### src/rtl/shift_unit_seq_pkg.sv
// Shared types for the sequential shift unit: operation modes, FSM state
// encoding and a width helper for the per-step shift amount.
// Optional rotate support is controlled by SHIFT_UNIT_ROTATE_EN.
package shift_pkg;

   typedef enum logic [1:0] {
      SHIFT_SLL = 2'b00,
      SHIFT_SRL = 2'b01,
      SHIFT_SRA = 2'b10,
      SHIFT_ROL = 2'b11
   } shift_mode_t;

   typedef enum logic [1:0] {
      ST_IDLE = 2'b00,
      ST_RUN  = 2'b01,
      ST_DONE = 2'b10
   } state_t;

   // Bits needed to carry a per-step amount in the range 0..step.
   function automatic int step_k_w(input int step);
      return (step < 1) ? 1 : $clog2(step + 1);
   endfunction

endpackage

### src/rtl/shift_unit_seq_step.sv
// Combinational single-step shifter: moves acc by k (0..STEP) positions in
// the requested mode and reports the last bit that left the word.
// Rotate hardware only exists when SHIFT_UNIT_ROTATE_EN is defined; otherwise
// the rotate encoding falls through to a logical left shift.
module shift_step
   import shift_pkg::*;
#(
   parameter int WIDTH = 16,
   parameter int K_W   = 1
) (
   input  logic [WIDTH-1:0] acc,
   input  logic [K_W-1:0]   k,
   input  shift_mode_t      mode,
   output logic [WIDTH-1:0] acc_next,
   output logic             carry
);

   // One extra bit beside the word catches the bit shifted out.
   logic [WIDTH:0] sll_s;
   logic [WIDTH:0] srl_s;
   logic [WIDTH:0] sra_s;

`ifdef SHIFT_UNIT_ROTATE_EN
   localparam int IDX_W = $clog2(WIDTH);

   logic [WIDTH-1:0] rol_s;
   logic [IDX_W-1:0] k_idx_s;

   // Rotate left: index arithmetic wraps naturally because WIDTH is a power of two.
   always_comb begin
      rol_s   = {WIDTH{1'b0}};
      k_idx_s = IDX_W'(k);
      for (int i = 0; i < WIDTH; i++) begin
         rol_s[i] = acc[IDX_W'(i) - k_idx_s];
      end
   end
`endif

   // Form every candidate shift, then select the one for the active mode.
   always_comb begin
      sll_s = {1'b0, acc} << k;
      srl_s = {acc, 1'b0} >> k;
      sra_s = $signed({acc, 1'b0}) >>> k;
      case (mode)
         SHIFT_SRL: begin
            acc_next = srl_s[WIDTH:1];
            carry    = srl_s[0];
         end
         SHIFT_SRA: begin
            acc_next = sra_s[WIDTH:1];
            carry    = sra_s[0];
         end
`ifdef SHIFT_UNIT_ROTATE_EN
         SHIFT_ROL: begin
            acc_next = rol_s;
            carry    = rol_s[0];
         end
`endif
         default: begin
            acc_next = sll_s[WIDTH-1:0];
            carry    = sll_s[WIDTH];
         end
      endcase
   end

endmodule

### src/rtl/shift_unit_seq.sv
// Multi-cycle shift unit: accepts an operand and amount with start, shifts up
// to STEP positions per clock, then pulses done with result and carry_out.
// Define SHIFT_UNIT_ROTATE_EN to give mode 11 rotate-left behaviour.
module shift_unit_seq
   import shift_pkg::*;
#(
   parameter int WIDTH   = 16,
   parameter int SHAMT_W = $clog2(WIDTH),
   parameter int STEP    = 1
) (
   input  logic               clk,
   input  logic               rst,
   input  logic               start,
   input  logic [1:0]         mode,
   input  logic [WIDTH-1:0]   operand,
   input  logic [SHAMT_W-1:0] shamt,
   output logic               busy,
   output logic               done,
   output logic [WIDTH-1:0]   result,
   output logic               carry_out,
   output logic               zero
);

   localparam int K_W = step_k_w(STEP);

   state_t             state_r;
   state_t             state_next_s;
   logic [WIDTH-1:0]   acc_r;
   logic [SHAMT_W-1:0] rem_r;
   logic [SHAMT_W-1:0] rem_next_s;
   shift_mode_t        mode_r;
   logic [WIDTH-1:0]   result_r;
   logic               carry_r;
   logic               done_r;
   logic               busy_r;
   logic [K_W-1:0]     k_s;
   logic [WIDTH-1:0]   step_acc_s;
   logic               step_carry_s;

   shift_step #(
      .WIDTH (WIDTH),
      .K_W   (K_W)
   ) u_step (
      .acc      (acc_r),
      .k        (k_s),
      .mode     (mode_r),
      .acc_next (step_acc_s),
      .carry    (step_carry_s)
   );

   // Amount applied this clock is the smaller of what remains and STEP.
   always_comb begin
      k_s = {K_W{1'b0}};
      if (int'(rem_r) > STEP) begin
         k_s = K_W'(STEP);
      end else begin
         k_s = K_W'(rem_r);
      end
      rem_next_s = rem_r - SHAMT_W'(k_s);
   end

   // Next-state logic: IDLE -> RUN/DONE on accept, RUN until remaining hits 0.
   always_comb begin
      state_next_s = state_r;
      case (state_r)
         ST_IDLE: begin
            if (start) begin
               if (shamt != {SHAMT_W{1'b0}}) begin
                  state_next_s = ST_RUN;
               end else begin
                  state_next_s = ST_DONE;
               end
            end else begin
               state_next_s = ST_IDLE;
            end
         end
         ST_RUN: begin
            if (rem_next_s == {SHAMT_W{1'b0}}) begin
               state_next_s = ST_DONE;
            end else begin
               state_next_s = ST_RUN;
            end
         end
         ST_DONE: state_next_s = ST_IDLE;
         default: state_next_s = ST_IDLE;
      endcase
   end

   // State register; reset abandons any operation in flight.
   always_ff @(posedge clk) begin
      if (rst) begin
         state_r <= ST_IDLE;
      end else begin
         state_r <= state_next_s;
      end
   end

   // Datapath and registered outputs; done is a single-cycle pulse after DONE.
   always_ff @(posedge clk) begin
      if (rst) begin
         acc_r    <= {WIDTH{1'b0}};
         rem_r    <= {SHAMT_W{1'b0}};
         mode_r   <= SHIFT_SLL;
         result_r <= {WIDTH{1'b0}};
         carry_r  <= 1'b0;
         done_r   <= 1'b0;
         busy_r   <= 1'b0;
      end else begin
         done_r <= 1'b0;
         busy_r <= (state_next_s != ST_IDLE);
         case (state_r)
            ST_IDLE: begin
               if (start) begin
                  acc_r   <= operand;
                  rem_r   <= shamt;
                  mode_r  <= shift_mode_t'(mode);
                  carry_r <= 1'b0;
               end
            end
            ST_RUN: begin
               acc_r   <= step_acc_s;
               rem_r   <= rem_next_s;
               carry_r <= step_carry_s;
            end
            ST_DONE: begin
               result_r <= acc_r;
               done_r   <= 1'b1;
            end
            default: begin
               done_r <= 1'b0;
            end
         endcase
      end
   end

   assign busy      = busy_r;
   assign done      = done_r;
   assign result    = result_r;
   assign carry_out = carry_r;
   assign zero      = (result_r == {WIDTH{1'b0}});

endmodule

### config.mk
export PLATFORM = sky130hd
export DESIGN_NAME = shift_unit_seq
export DESIGN_NICKNAME = d
export VERILOG_FILES = /design/src/rtl/shift_unit_seq_pkg.sv /design/src/rtl/shift_unit_seq_step.sv /design/src/rtl/shift_unit_seq.sv
export SDC_FILE = /design/constraint.sdc
export NUM_CORES = 1
export LEC_CHECK = 0
export BUFFER_PORTS_ARGS = -buffer_cell sky130_fd_sc_hd__buf_4
export CORE_UTILIZATION = 37
export CTS_BUF_LIST = sky130_fd_sc_hd__clkbuf_4
export CTS_CLUSTER_DIAMETER = 120
export CTS_CLUSTER_SIZE = 24
export DETAILED_ROUTE_END_ITERATION = 10
export SLEW_MARGIN = 20
export SYNTH_ARGS = -nofsm -noshare
export SYNTH_HDL_FRONTEND = slang
export SYNTH_HIERARCHICAL = 1
export SYNTH_SLANG_ARGS = --single-unit
### constraint.sdc
create_clock -name clk -period 4 [get_ports clk]
set_input_delay 0.2 -clock clk [delete_from_list [all_inputs] [get_ports clk]]
set_output_delay 0.2 -clock clk [all_outputs]
set_load 0.005 [all_outputs]
==> Word level (Yosys, flattened, before mapping) <==
Cells that the tools add are included.
W data, S select, Z words.
{ "totals": {"ff_bits": 43, "inputBits": 25, "wordCells": 40} }
{ "classes": {"n_addsub": 1, "n_lt_le_gt_ge": 1, "n_eq_ne": 5, "shifts": 3, "muxes": 14, "n_reduce_logical": 8} }
{ "ops": {"columns": ["op", "n"], "rows": [
  ["$pmux W16 S2", 2],
  ["$shl A16 B1 Y17", 1],
  ["$shr A17 B1 Y17", 1],
  ["$sshr A17 B1 Y17", 1],
  ["$logic_not A16 Y1", 1],
  ["$mux W16", 1],
  ["$pmux W4 S2", 1],
  ["$mux W2", 3],
  ["$eq A2 B1 Y1 const B", 2],
  ["$eq A2 B2 Y1 const B", 2],
  ["$gt A4 B1 Y1 const B", 1],
  ["$logic_not A4 Y1", 1],
  ["$mux W4", 1],
  ["$pmux W1 S2", 2],
  ["$pmux W2 S2", 1],
  ["$reduce_and A2 Y1", 2],
  ["$reduce_bool A2 Y1", 2],
  ["$reduce_bool A4 Y1", 1],
  ["$sub A4 B1 Y4", 1],
  ["$mux W1", 3],
  ["$logic_not A2 Y1", 1],
  ["$ne A2 B2 Y1 const B", 1]
]} }

==> Longest topological paths before layout <==
{ "depth": {"depth_word": 7, "depth_mapped": 8, "depth_no_buf": 7} }

==> Cells and area by module <==
Netlist, hierarchy kept.
{ "by_module_without_submodules": {"columns": ["mod", "instances", "cells_per_inst", "area_each_um2", "seq_area_each_um2"], "rows": [
  ["shift_unit_seq", 1, 211, 1848.0, 860.8],
  ["shift_step", 1, 66, 454.2, 0.0]
]} }

==> Worst setup path after synthesis <==
Ideal clock, no wire load.
{ "synth_path": {"kind": "register -> register", "startpoint": "reg rem_r[0]", "endpoint": "reg acc_r[10]", "setup_time_ns": 0.086, "arrival_time_ns": 1.740, "required_ns": 3.914, "path_slack_ns": 2.175, "path_stages_with_launch": 8, "path_buffers": 2, "period_less_slack_ns": 1.825, "path_cell_list": "dfxtp_1 -> or3_1 -> or2_2 -> clkbuf_1 -> buf_2 -> a211oi_1 -> o22ai_1 -> a211oi_1"} }
{ "synth_via": {"elab_chain_len": 5, "elab_cells_between_ends": 7, "cone_classes": "order compare: 1; shift: 3; mux: 3"} }
{ "synth_lines": {"columns": ["element", "line_no", "source"], "rows": [
  ["start: declaration", "shift_unit_seq.sv:29", "logic [SHAMT_W-1:0] rem_r;"],
  ["start signal: assignment", "shift_unit_seq.sv:102", "rem_r <= {SHAMT_W{1'b0}};"],
  ["start signal: assignment", "shift_unit_seq.sv:115", "rem_r <= shamt;"],
  ["start signal: assignment", "shift_unit_seq.sv:122", "rem_r <= rem_next_s;"],
  ["$gt A4 B1 Y1", "shift_unit_seq.sv:54", "if (int'(rem_r) > STEP) begin"],
  ["$mux W1 (*)", "shift_unit_seq.sv:54", null],
  ["via k_s", "shift_unit_seq.sv:36", "logic [K_W-1:0] k_s;"],
  ["$shl A16 B1 Y17 (tied with other cells)", "shift_unit_seq_step.sv:41", "sll_s = {1'b0, acc} << k;"],
  ["$pmux W16 S2 (*)", "shift_unit_seq_step.sv:44", "case (mode)"],
  ["via step_acc_s[10]", "shift_unit_seq.sv:37", "logic [WIDTH-1:0] step_acc_s;"],
  ["$pmux W16 S2 (*)", "shift_unit_seq.sv:111", "case (state_r)"],
  ["end signal: assignment", "shift_unit_seq.sv:101", "acc_r <= {WIDTH{1'b0}};"],
  ["end signal: assignment", "shift_unit_seq.sv:114", "acc_r <= operand;"],
  ["end signal: assignment", "shift_unit_seq.sv:121", "acc_r <= step_acc_s;"],
  ["end: declaration", "shift_unit_seq.sv:28", "logic [WIDTH-1:0] acc_r;"]
]} }
Mark *: on every way through the listed nets, which the timed path passes. The rest lies on a longest branch.
A chain may end at the register's enable or synchronous reset.

==> Worst setup path after layout <==
{ "layout_path": {"startpoint": "reg mode_r[0]", "endpoint": "reg acc_r[7]"} }
{ "layout_via": {"elab_chain_len": 3, "elab_cells_between_ends": 4, "cone_classes": "eq/ne: 2; mux: 2"} }
{ "layout_lines": {"columns": ["element", "line_no", "source"], "rows": [
  ["start: declaration", "shift_unit_seq.sv:31", "shift_mode_t mode_r;"],
  ["start signal: assignment", "shift_unit_seq.sv:116", "mode_r <= shift_mode_t'(mode);"],
  ["$eq A2 B2 Y1 / $eq A2 B1 Y1 (equally long branches)", "shift_unit_seq_step.sv:44", null],
  ["$pmux W16 S2 (*)", "shift_unit_seq_step.sv:44", null],
  ["via step_acc_s[7]", "shift_unit_seq.sv:37", null],
  ["$pmux W16 S2 (*)", "shift_unit_seq.sv:111", null]
]} }
Marks and branches as above.

==> key figures <==
Run status
  – Status: completed

Timing
  – Final WS setup: 1.528 ns
  – Max Slew Vio Count: 0
  – F_max: 0.4045 GHz
  – Fin crit period: 2.472 ns
  – Slew @ Worst Pin: 1.044 ns
  – # setup viols final: 0
  – Slew margin rel.: 0.3006
  – Skew final: 0.008450 ns
  – Period utilization: 0.6180
  – RSZ-0062 raised after global routing: false
  – Count of final hold-check violations: 0
  – Setup Total Neg Slack: 0 ns

Place
  – Cells after DPL: 373
  – IO Port Bufs: 44
  – GPL Wtd Cong: 0.7963
  – Pre-CTS WS: 1.539 ns
  – Placed cell areas: 2596 um^2
  – HPWL after DPL: 3637 um

Die
  – Num rows: 28
  – Core Footprint: 5956 um^2
  – Die W: 80.88 um
  – DIE AREA: 6542 um^2
  – IO Pins: 45
  – Die height: 80.88 um
  – Starting density of the core: 0.3866

Worst setup path
  – Crit end category: flop
  – Crit-path most repeated cell: a211oi_1
  – Worst R2R Start: mode_r[0]
  – CP required: 4.23 ns
  – Peak fanout along the critical path: 21
  – Worst-path cell chain: inv_1 > ha_1 > nor3_2 > a211oi_1 > mux2i_1 > a211oi_1
  – Crit path max-delay cell type: nor3_2
  – CP Class: reg -> reg
  – Reg2Reg Setup Slack: 1.53 ns
  – FF-to-FF End: acc_r[7]
  – Worst path top cell family by delay: simple AND/OR/NAND/NOR gates
  – R2r worst-path depth: 6
  – Critical Path Start Type: flop
  – Buffers and inverters on the worst path: 1
  – Worst Path Arrival: 2.71 ns
  – Worst path max stage delay: 0.85 ns

Clock tree
  – CTS tree: built
  – H-tree levels: 2
  – CTS Sinks: 43
  – Hold_buf cts: 0
  – Clock Root Buffer: clkbuf_4
  – Latest clock arrival within the worst-skew pair: 0.36 ns
  – Post-CTS sizing: 0
  – Clk buf depth: 2
  – Clock buffer count from CTS: 5
  – Post-CTS Setup Repair Bufs: 0
  – Clk pin slew, worst setup/hold paths: 0.14 ns

Global routing
  – Grt ovf: 0
  – Overall routing resource usage: 0.1741
  – Antenna violations before repair: 0
  – Largest net degree at the start of global routing: 43
  – Vias in the first global route: 1,886
  – First-pass GRT wire length: 8825 um

Logic synthesis
  – Ys Warns: 6
  – Post-Syn Nets: 307
  – Sequential share of the synthesized area: 0.3739
  – Mapped Area: 2302 um^2
  – #FFs+latches synth: 43
  – Netlist cell types: 40
  – Mean post-synth cell area: 8.311 um^2
  – Mapped Cells: 277

Detailed routing
  – TritonRoute pass-1 iters: 4
  – Iter 0 DRT Violations: 134
  – Antenna-violating nets left: 0
  – Vias per inst: 5.268
  – Drt total wl: 5322 um
  – Drt wl/cell: 13.97 um
  – Drt drc: 0
  – Total number of vias: 2,007

Power and ir drop
  – Power Density: 510.4 nW/um^2
  – Peak supply drop: 0.1677 mV
  – Pleak: 1.073 nW
  – Pwr Total: 1.356 mW

Cells and area
  – Layout cells sized above 1: 0.1895
  – Area of the multi-input gates: 1281 um^2
  – Ant. Diodes: 0
  – Nets: 335
  – Area grow syn2layout: 15.43%
  – Register area: 860.8 um^2
  – Post-Layout Cell Count: 381
  – Fill count: 637
  – Post-route cell area: 2658 um^2

Worst hold path
  – Min-Delay Path Class: in -> reg
  – End of the worst hold path: mode_r[1]
  – Hold Startpoint: mode[1]
  – Hold depth: 3

Job
  – Max-cap viol count: 0
[flip-flops by register name (all words and copies together), names as in the netlist]
signal / cells
rem_r: 4
carry_out: 1
busy: 1
mode_r: 2
done: 1
state_r: 2
result: 16
acc_r: 16
[cell families (layout without fill, tap and decap cells)]
logic type,after synthesis,count (layout),synth area share
simple gates,95,95,0.1848
compound gates,73,73,0.2136
flops,43,43,0.3739
buf+inv,31,60,0.07065
mux,29,29,0.1261
fa+ha+maj,5,5,0.02717
xor+xnor,1,1,0.003805
[worst max-delay path by stage]
stage	startpoint	endpoint	slack, ns	cells past startpoint
after floorplan	rem_r[0]	acc_r[10]	2.17	7
after global placement	mode_r[0]	acc_r[10]	1.59	6
after detailed placement	mode_r[0]	acc_r[10]	1.54	6
after CTS	mode_r[0]	acc_r[10]	1.52	6
after global routing	mode_r[0]	acc_r[10]	1.30	6
final	mode_r[0]	acc_r[7]	1.53	6
[worst register-to-register path, cell delays in order (launching register included)]
cell and delay [ns]:
dfxtp_1 0.40, inv_1 0.06, ha_1 0.64, nor3_2 0.86
a211oi_1 0.12, mux2i_1 0.19, a211oi_1 0.09
[synthesized netlist by cell type]
cell / number / share of area
dfxtp_1: 43 / 0.37
nand2_1: 36 / 0.059
nor2_1: 35 / 0.057
a211oi_1: 31 / 0.10
mux2i_1: 29 / 0.13
a21oi_1: 21 / 0.046
buf_2: 9 / 0.020
clkbuf_1: 9 / 0.015
inv_1: 7 / 0.011
ha_1: 5 / 0.027
nor4_1: 5 / 0.014
o21ai_0: 5 / 0.011
nand2b_1: 4 / 0.011
a22oi_1: 3 / 0.0098
buf_4: 3 / 0.0098
o22ai_1: 3 / 0.0082
a32o_1: 2 / 0.0087
nand3b_1: 2 / 0.0065
nor3_1: 2 / 0.0043
o32ai_1: 2 / 0.0076
or2_2: 2 / 0.0054
a221oi_1: 1 / 0.0038
and2_1: 1 / 0.0027
and2b_1: 1 / 0.0033
and4_1: 1 / 0.0038
buf_12: 1 / 0.0087
buf_6: 1 / 0.0049
inv_2: 1 / 0.0016
nand3_1: 1 / 0.0022
nor2b_1: 1 / 0.0027
nor3_2: 1 / 0.0043
nor3b_1: 1 / 0.0033
o211ai_1: 1 / 0.0033
o21a_1: 1 / 0.0033
o21ba_2: 1 / 0.0043
o21bai_1: 1 / 0.0033
o2bb2ai_1: 1 / 0.0038
or3_1: 1 / 0.0027
or4_1: 1 / 0.0033
xor2_1: 1 / 0.0038
[per-layer routing]
metal / vias to the layer above / global-route usage / routed length, um
li1: 1049 / - / -
met5: - / 0 / 0
met4: 0 / 0.05000 / 65
met3: 7 / 0.03483 / 199
met1: 910 / 0.2452 / 2803
met2: 41 / 0.2672 / 2254
[stage by stage]
| stage | util | hold slack [ns] |
|---|---|---|
| floorplan | - | 0.3102 |
| global placement | 0.4359 | 0.4604 |
| detailed placement | 0.4359 | 0.4651 |
| CTS | 0.4462 | 0.06759 |
| global route | 0.4462 | 0.07400 |
| finish | 0.4462 | 0.07885 |
[power by group]
part / switching [mW] / leakage [nW] / internal (mW) / total, mW
Combinational: 0.296 / 0.693 / 0.250 / 0.546
Clock: 0.157 / 0.0278 / 0.0705 / 0.227
Sequential: 0.0912 / 0.353 / 0.492 / 0.584
[cells in the final DEF (no fill, tap or decap), drive strengths merged, types with 9 or more instances in the layout]
master,instances
buf,44
a21oi,21
mux2i,29
a211oi,31
inv,9
nor2,35
dfxtp,43
nand2,36
[final cells by class]
type / instances / share of cell area
multi-input cells: 203 / 0.4821
well taps: 75 / 0.03531
clock inverters: 3 / 0.008945
clock buffers: 5 / 0.01412
repair buffers: 44 / 0.1243
inverters: 8 / 0.01130
flip-flops and latches: 43 / 0.3239
(Power assumes the default switching activity.)
